File: src/rtl/oram_traffic_gen_pkg.sv
// Shared encodings for the ORAM front-end traffic generator: backend commands,
// error codes and controller states.
package oram_traffic_gen_pkg;

  localparam logic [1:0] BECMD_Update  = 2'd0;
  localparam logic [1:0] BECMD_Append  = 2'd1;
  localparam logic [1:0] BECMD_Read    = 2'd2;
  localparam logic [1:0] BECMD_ReadRmv = 2'd3;

  localparam logic [2:0] ErrNone      = 3'd0;
  localparam logic [2:0] ErrMismatch  = 3'd1;
  localparam logic [2:0] ErrTimeout   = 3'd2;
  localparam logic [2:0] ErrUnexpData = 3'd3;
  localparam logic [2:0] ErrAddrRange = 3'd4;

  typedef enum logic [2:0] {
    StIdle, StGap, StCmd, StWdata, StRdata, StNext, StDone, StFail
  } state_e;

endpackage

File: src/rtl/oram_addr_seq.sv
// Divider-free address walker: Addr_n = (n / Period) * Stride + n % Stride.
// Advance steps n by one; Addr is valid combinationally from the counters.
module oram_addr_seq #(
  parameter int unsigned ORAMU  = 32,
  parameter int unsigned Stride = 73,
  parameter int unsigned Period = 2117
) (
  input  logic             Clock,
  input  logic             Reset,
  input  logic             Advance,
  output logic [ORAMU-1:0] Addr
);

  logic [ORAMU-1:0] inner_q, group_q, base_q;

  always_ff @(posedge Clock) begin
    if (!Reset) begin
      inner_q <= '0;
      group_q <= '0;
      base_q  <= '0;
    end else if (Advance) begin
      if (group_q == ORAMU'(Period - 1)) begin
        // End of a group: shift the window up by one stride and restart it.
        group_q <= '0;
        inner_q <= '0;
        base_q  <= base_q + ORAMU'(Stride);
      end else begin
        group_q <= group_q + ORAMU'(1);
        inner_q <= (inner_q == ORAMU'(Stride - 1)) ? '0 : inner_q + ORAMU'(1);
      end
    end
  end

  assign Addr = base_q + inner_q;

endmodule

File: src/rtl/oram_traffic_gen.sv
// On-chip initiator/checker for the ORAM front-end port: issues a fixed
// Append/Read/ReadRmv stream, checks returned blocks, reports pass/fail.
module oram_traffic_gen
  import oram_traffic_gen_pkg::*;
#(
  parameter int unsigned ORAMU         = 32,
  parameter int unsigned ORAMB         = 512,
  parameter int unsigned FEDWidth      = 64,
  parameter int unsigned NumTestBlocks = 256,
  parameter int unsigned NumAccesses   = 400,
  parameter int unsigned Stride        = 73,
  parameter int unsigned Period        = 2117,
  parameter int unsigned GapCycles     = 100,
  parameter int unsigned TimeoutCycles = 65535
) (
  input  logic                Clock,
  input  logic                Reset,
  input  logic                Start,
  output logic [1:0]          Cmd,
  output logic [ORAMU-1:0]    PAddr,
  output logic                CmdValid,
  input  logic                CmdReady,
  output logic [FEDWidth-1:0] DataIn,
  output logic                DataInValid,
  input  logic                DataInReady,
  input  logic [FEDWidth-1:0] DataOut,
  input  logic                DataOutValid,
  output logic                DataOutReady,
  output logic                Done,
  output logic                Pass,
  output logic [2:0]          ErrCode,
  output logic [ORAMU-1:0]    ErrAddr,
  output logic [31:0]         AccessCount
);

  localparam int unsigned FEORAMBChunks = ORAMB / FEDWidth;
  localparam int unsigned ChunkW        = $clog2(FEORAMBChunks);
  localparam int unsigned IdxW          = $clog2(NumTestBlocks);

  state_e                   state_q, state_d;
  logic [31:0]              gap_q, gap_d, tmo_q, tmo_d, acc_q, acc_d;
  logic [ChunkW-1:0]        chunk_q, chunk_d;
  logic [1:0]               op_q, op_d;
  logic [NumTestBlocks-1:0] exist_q, exist_d, toggle_q, toggle_d;
  logic [2:0]               err_q, err_d;
  logic [ORAMU-1:0]         err_addr_q, err_addr_d;

  logic                advance;
  logic [ORAMU-1:0]    addr;
  logic [IdxW-1:0]     idx;
  logic [FEDWidth-1:0] chunk_val;
  logic                last_chunk;
  logic                spurious;

  oram_addr_seq #(
    .ORAMU  (ORAMU),
    .Stride (Stride),
    .Period (Period)
  ) u_addr_seq (
    .Clock   (Clock),
    .Reset   (Reset),
    .Advance (advance),
    .Addr    (addr)
  );

  assign idx        = addr[IdxW-1:0];
  assign chunk_val  = FEDWidth'(addr) + FEDWidth'(chunk_q);
  assign last_chunk = (chunk_q == ChunkW'(FEORAMBChunks - 1));
  assign spurious   = DataOutValid && (state_q inside {StGap, StCmd, StWdata, StNext});

  always_ff @(posedge Clock) begin
    if (!Reset) state_q <= StIdle;
    else        state_q <= state_d;
  end

  always_ff @(posedge Clock) begin
    if (!Reset) begin
      gap_q      <= '0;
      tmo_q      <= '0;
      acc_q      <= '0;
      chunk_q    <= '0;
      op_q       <= BECMD_Update;
      exist_q    <= '0;
      toggle_q   <= '0;
      err_q      <= ErrNone;
      err_addr_q <= '0;
    end else begin
      gap_q      <= gap_d;
      tmo_q      <= tmo_d;
      acc_q      <= acc_d;
      chunk_q    <= chunk_d;
      op_q       <= op_d;
      exist_q    <= exist_d;
      toggle_q   <= toggle_d;
      err_q      <= err_d;
      err_addr_q <= err_addr_d;
    end
  end

  always_comb begin
    state_d    = state_q;
    gap_d      = gap_q;
    tmo_d      = tmo_q;
    acc_d      = acc_q;
    chunk_d    = chunk_q;
    op_d       = op_q;
    exist_d    = exist_q;
    toggle_d   = toggle_q;
    err_d      = err_q;
    err_addr_d = err_addr_q;
    advance    = 1'b0;
    if (spurious) begin
      state_d    = StFail;
      err_d      = ErrUnexpData;
      err_addr_d = addr;
    end else begin
      unique case (state_q)
        StIdle: begin
          if (Start) begin
            state_d = StGap;
            gap_d   = '0;
          end
        end
        StGap: begin
          gap_d = gap_q + 32'd1;
          if (gap_q == 32'(GapCycles - 1)) begin
            if (acc_q == 32'(NumAccesses)) begin
              state_d = StDone;
            end else if (addr >= ORAMU'(NumTestBlocks)) begin
              state_d    = StFail;
              err_d      = ErrAddrRange;
              err_addr_d = addr;
            end else begin
              state_d = StCmd;
              if (!exist_q[idx])       op_d = BECMD_Append;
              else if (!toggle_q[idx]) op_d = BECMD_Read;
              else                     op_d = BECMD_ReadRmv;
            end
          end
        end
        StCmd: begin
          if (CmdReady) begin
            acc_d   = acc_q + 32'd1;
            chunk_d = '0;
            tmo_d   = '0;
            if (op_q == BECMD_Append) begin
              exist_d[idx] = 1'b1;
              state_d      = StWdata;
            end else begin
              if (op_q == BECMD_Read) begin
                toggle_d[idx] = 1'b1;
              end else begin
                exist_d[idx]  = 1'b0;
                toggle_d[idx] = 1'b0;
              end
              state_d = StRdata;
            end
          end
        end
        StWdata: begin
          if (DataInReady) begin
            chunk_d = chunk_q + ChunkW'(1);
            if (last_chunk) state_d = StNext;
          end
        end
        StRdata: begin
          if (DataOutValid) begin
            // Case inequality so an X on the return bus is flagged in simulation.
            if (DataOut !== chunk_val) begin
              state_d    = StFail;
              err_d      = ErrMismatch;
              err_addr_d = addr;
            end else begin
              chunk_d = chunk_q + ChunkW'(1);
              tmo_d   = '0;
              if (last_chunk) state_d = StNext;
            end
          end else if (tmo_q == 32'(TimeoutCycles - 1)) begin
            state_d    = StFail;
            err_d      = ErrTimeout;
            err_addr_d = addr;
          end else begin
            tmo_d = tmo_q + 32'd1;
          end
        end
        StNext: begin
          advance = 1'b1;
          state_d = StGap;
          gap_d   = '0;
        end
        StDone, StFail: begin
        end
      endcase
    end
  end

  always_comb begin
    Cmd          = BECMD_Update;
    PAddr        = '0;
    CmdValid     = 1'b0;
    DataIn       = '0;
    DataInValid  = 1'b0;
    DataOutReady = 1'b0;
    Done         = 1'b0;
    Pass         = 1'b0;
    ErrCode      = ErrNone;
    ErrAddr      = '0;
    AccessCount  = acc_q;
    case (state_q)
      StCmd: begin
        CmdValid = 1'b1;
        Cmd      = op_q;
        PAddr    = addr;
      end
      StWdata: begin
        DataInValid = 1'b1;
        DataIn      = chunk_val;
      end
      StRdata: DataOutReady = 1'b1;
      StDone: begin
        Done = 1'b1;
        Pass = 1'b1;
      end
      StFail: begin
        Done    = 1'b1;
        ErrCode = err_q;
        ErrAddr = err_addr_q;
      end
      default: begin
      end
    endcase
  end

endmodule

File: config.mk
export PLATFORM = sky130hd
export DESIGN_NAME = oram_traffic_gen
export DESIGN_NICKNAME = d
export VERILOG_FILES = /design/src/rtl/oram_traffic_gen_pkg.sv /design/src/rtl/oram_addr_seq.sv /design/src/rtl/oram_traffic_gen.sv
export SDC_FILE = /design/constraint.sdc
export NUM_CORES = 2
export LEC_CHECK = 0
export BUFFER_PORTS_ARGS = -buffer_cell sky130_fd_sc_hd__buf_2
export CORE_UTILIZATION = 55
export DETAILED_ROUTE_END_ITERATION = 10
export PLACE_DENSITY_LB_ADDON = 0.15
export SLEW_MARGIN = 20
export SYNTH_ARGS = -nofsm -noshare
export SYNTH_HDL_FRONTEND = slang
export SYNTH_HIERARCHICAL = 1
export SYNTH_SLANG_ARGS = --single-unit
File: constraint.sdc
create_clock -name Clock -period 5.1 [get_ports Clock]
set_clock_uncertainty 0.2 [all_clocks]
set_input_delay 1.53 -clock Clock [delete_from_list [all_inputs] [get_ports Clock]]
set_output_delay 1.53 -clock Clock [all_outputs]
set_load 0.02 [all_outputs]
==> qor.yml <==
outcome:
  run_status: "finished with violations"
  violations: "setup timing"
floorplanning:
  rows: 94
  die_x_um: 261.4
  start_util_pct: 55.91
  coreArea_um2: 66220
  die_y_um: 261.4
  io_pins: 240
  dieArea_um2: 68350
flow_run:
  cap_violations: 0
worst_setup_path:
  worstPathRequired_ns: 3.37
  cp_num_buf_inv: 5
  cp.depth: 18
  cp_slowest_cell: "dfxtp_4"
  critical_path_class: "reg -> out"
  cp_top_family: "simple AND/OR/NAND/NOR gates"
  crit_chain: "ha_4 -> inv_2 -> fa_2 -> nor2b_4 -> o21bai_4 -> a311oi_4 -> buf_6 -> o21ai_4 -> o21bai_1 -> xor2_1 -> buf_4 -> and4_4 -> nand3_4 -> buf_6 -> nor4_4 -> xnor2_2 -> nor2_1 -> buf_4"
  end_kind: "output pin"
  critPathLaunch: "u_addr_seq/base_q[0]"
  cp-start-kind: "register"
  critPathArrivalTime_ns: 4.12
  slowest_delay_ns: 0.36
  path_max_fanout: 3
  rr_startpoint: "u_addr_seq/base_q[0]"
  reg2regPathDepth: 30
route:
  drc: 0
  wl_per_cell_um: 22.38
  drt_pass1_iterations: 5
  routed_wirelength_mm: 126.1
  viasPerCell: 6.203
  drtAntennaViolNets: 0
  drtIter0Drc: 3357
  vias: 34940
power_and_ir_drop:
  ir_worst_vdd_v: 0.0002716
  power_density_nw_per_um2: 294.6
  p_total_w: 0.01365
  p_leak_nw: 17.94
synthesis:
  synth_area_um2: 37020
  synth-edff-count: 0
  avgSynthCellArea_um2: 8.634
  yosysWarnings: 6
  synth_seq_cells: 747
  async_flop_share_pct: 0
  ys_seq_area_share_pct: 40.39
  yosysUniqueCellTypes: 99
  synth_cells: 4288
  dominantRegCellSynth: "dfxtp_1"
clock_tree:
  cts_buffer_depth: 3
  clk_pin_slew_ns: 0.06
  cts_made_buffers: 78
  cts_root_buf: "clkbuf_16"
  holdBufCountCts: 0
  clk_latency_ns: 0.64
  htreeDepth: 3
  cts.sinks: 747
  cts_tree: "done"
sta:
  fmax_mhz: 170.9
  setup_viol: 102
  slew_headroom_pct: 23.68
  hold_viol_final: 0
  maxSlewViolCount: 0
  rsz0062_at_grt: "true"
  hold_slack_ns: 0.2621
  period_needed_ns: 5.852
  fin_ws_ns: -0.7516
  fin_crit_sh_pct: 114.7
  tightest_slew_ns: 1.145
cells_and_area:
  multi_input_area_um2: 22090
  stdcell_count: 5633
  layout.nets: 4826
  syn2layout_area_growth_pct: 25.15
  layout-drive-gt1-share_pct: 25.39
  filler_cell_count: 5168
  final_core_util_pct: 69.97
  fin_area_um2: 46330
  register_area_um2: 14980
placed_design:
  numPortBuffers: 208
  dp.final_hpwl_mm: 79.65
  dp_cells: 5381
  place_congestion: 0.9840
  place_area_um2: 40760
global_routing:
  grtUsageTotal_pct: 35.67
  grt_pass1_wl_mm: 188.8
  grt_max_degree: 230
  grt_antenna_before_repair: 8
  grt_pass1_vias: 32970
  overflow: 0
worst_hold_path:
  hold_depth: 2
  hold_path.class: "reg -> reg"
-- power by group --
group          internal [W]  leakage [nW]  switching, W  total (W)
registers           0.00586          6.02     0.0000437    0.00591
clock network       0.00391          1.39       0.00243    0.00634
logic              0.000534          10.5      0.000871    0.00141
-- per-stage QoR --
stage                     setup slack [ns]  setup TNS (ns)
after floorplan                   -0.01724        -0.01724
after global placement             -0.1560          -2.874
after detailed placement           -0.1829          -5.495
after CTS                          -0.6700          -13.50
after global routing               -0.8746          -38.90
final                              -0.7516          -21.73
-- cell type report --
type                       instances  share of cell area, %
inverter                          61                 0.5320
clock inverter                    30                  1.288
sequential                       747                  32.33
antenna                            3                0.01620
multi-input combinational       3186                  47.68
tap                              864                  2.333
clock buffer                     108                  4.866
timing repair buffer             634                  10.95
-- repair_timing --
| action | 4_1_cts | 5_1_grt |
|---|---|---|
| pin swaps | 98 | 91 |
| cloned | 2 | 6 |
| setup buffers | 85 | 37 |
| gates resized for setup | 239 | 147 |
| endpoints found under the hold margin | 0 | 0 |
| endpoints found under the setup margin | 111 | 120 |
-- metal layers --
layer / part of all wire (%) / vias to the layer above / global-route usage [%]
li1: - / 15960 / -
met1: 38 / 16740 / 43.18
met2: 46 / 1706 / 58.10
met3: 8.9 / 524 / 7.365
met4: 6.6 / 6 / 22.40
met5: 0.038 / - / 0
-- path summary, 6_finish.rpt --
check | to | slack [ns]
worst max register to register | err_addr_q[12] | -0.18
worst max-delay path | DataIn[19] | -0.75
worst min-delay path | register | 0.26
worst min register to register | register | 0.26
-- cell usage after synthesis (58+ instances only) --
cell	instances	area share, %
a21oi_1	571	7.7
and2_1	104	1.8
and3_1	72	1.2
clkbuf_1	240	2.4
dfxtp_1	747	40
inv_1	60	0.61
mux4_2	162	9.9
nand2_1	192	1.9
nand3_1	121	1.6
nand4_1	77	1.3
nor2_1	754	7.6
nor3_1	77	1.0
nor4_1	58	0.98
o21ai_0	303	4.1
xnor2_1	130	3.1
xor2_1	100	2.4
-- worst reg2reg max path: cells and delay by family (launching register included) --
family          cells  cell delay (ns)
compound gates      5             0.69
simple gates       11             1.90
fa+ha+maj           2             0.49
buf+inv            11             1.36
mux                 1             0.17
flops               1             0.36
-- logic make-up (layout without fill, tap and decap cells) --
kind of cell    after synthesis  in the layout  synth area share, %
flops                       747            747                40.39
buf+inv                     385            833                4.498
other cells                   1             34              0.01013
compound gates             1037           1037                15.52
simple gates               1631           1631                21.20
fa+ha+maj                    48             48                1.663
xor+xnor                    234            234                5.691
mux                         205            205                11.02
-- cells in the final DEF, fill, tap and decap left out, types with 12 or more instances in the layout --
cell type	n
nand2b_1	14
a21boi_0	13
inv_1	53
ha_1	35
nand4_1	77
nor4_1	47
xor2_1	91
and3_4	12
o21ai_0	296
nand2_1	182
and2_1	103
and3_1	60
clkbuf_16	83
nand3_1	109
nor2b_1	48
mux2i_1	39
bufinv_16	16
clkbuf_8	19
nor3_2	21
a211o_1	14
a21oi_1	557
buf_4	348
or3_1	33
dfxtp_1	731
conb_1	31
buf_2	170
mux4_2	162
buf_6	80
xnor2_1	108
nor3_1	52
buf_12	21
nor2_2	16
dfxtp_2	14
nor2_4	14
xnor2_2	18
nor2_1	726
a21o_1	23
Note: power is estimated with default switching activity, not from simulation.
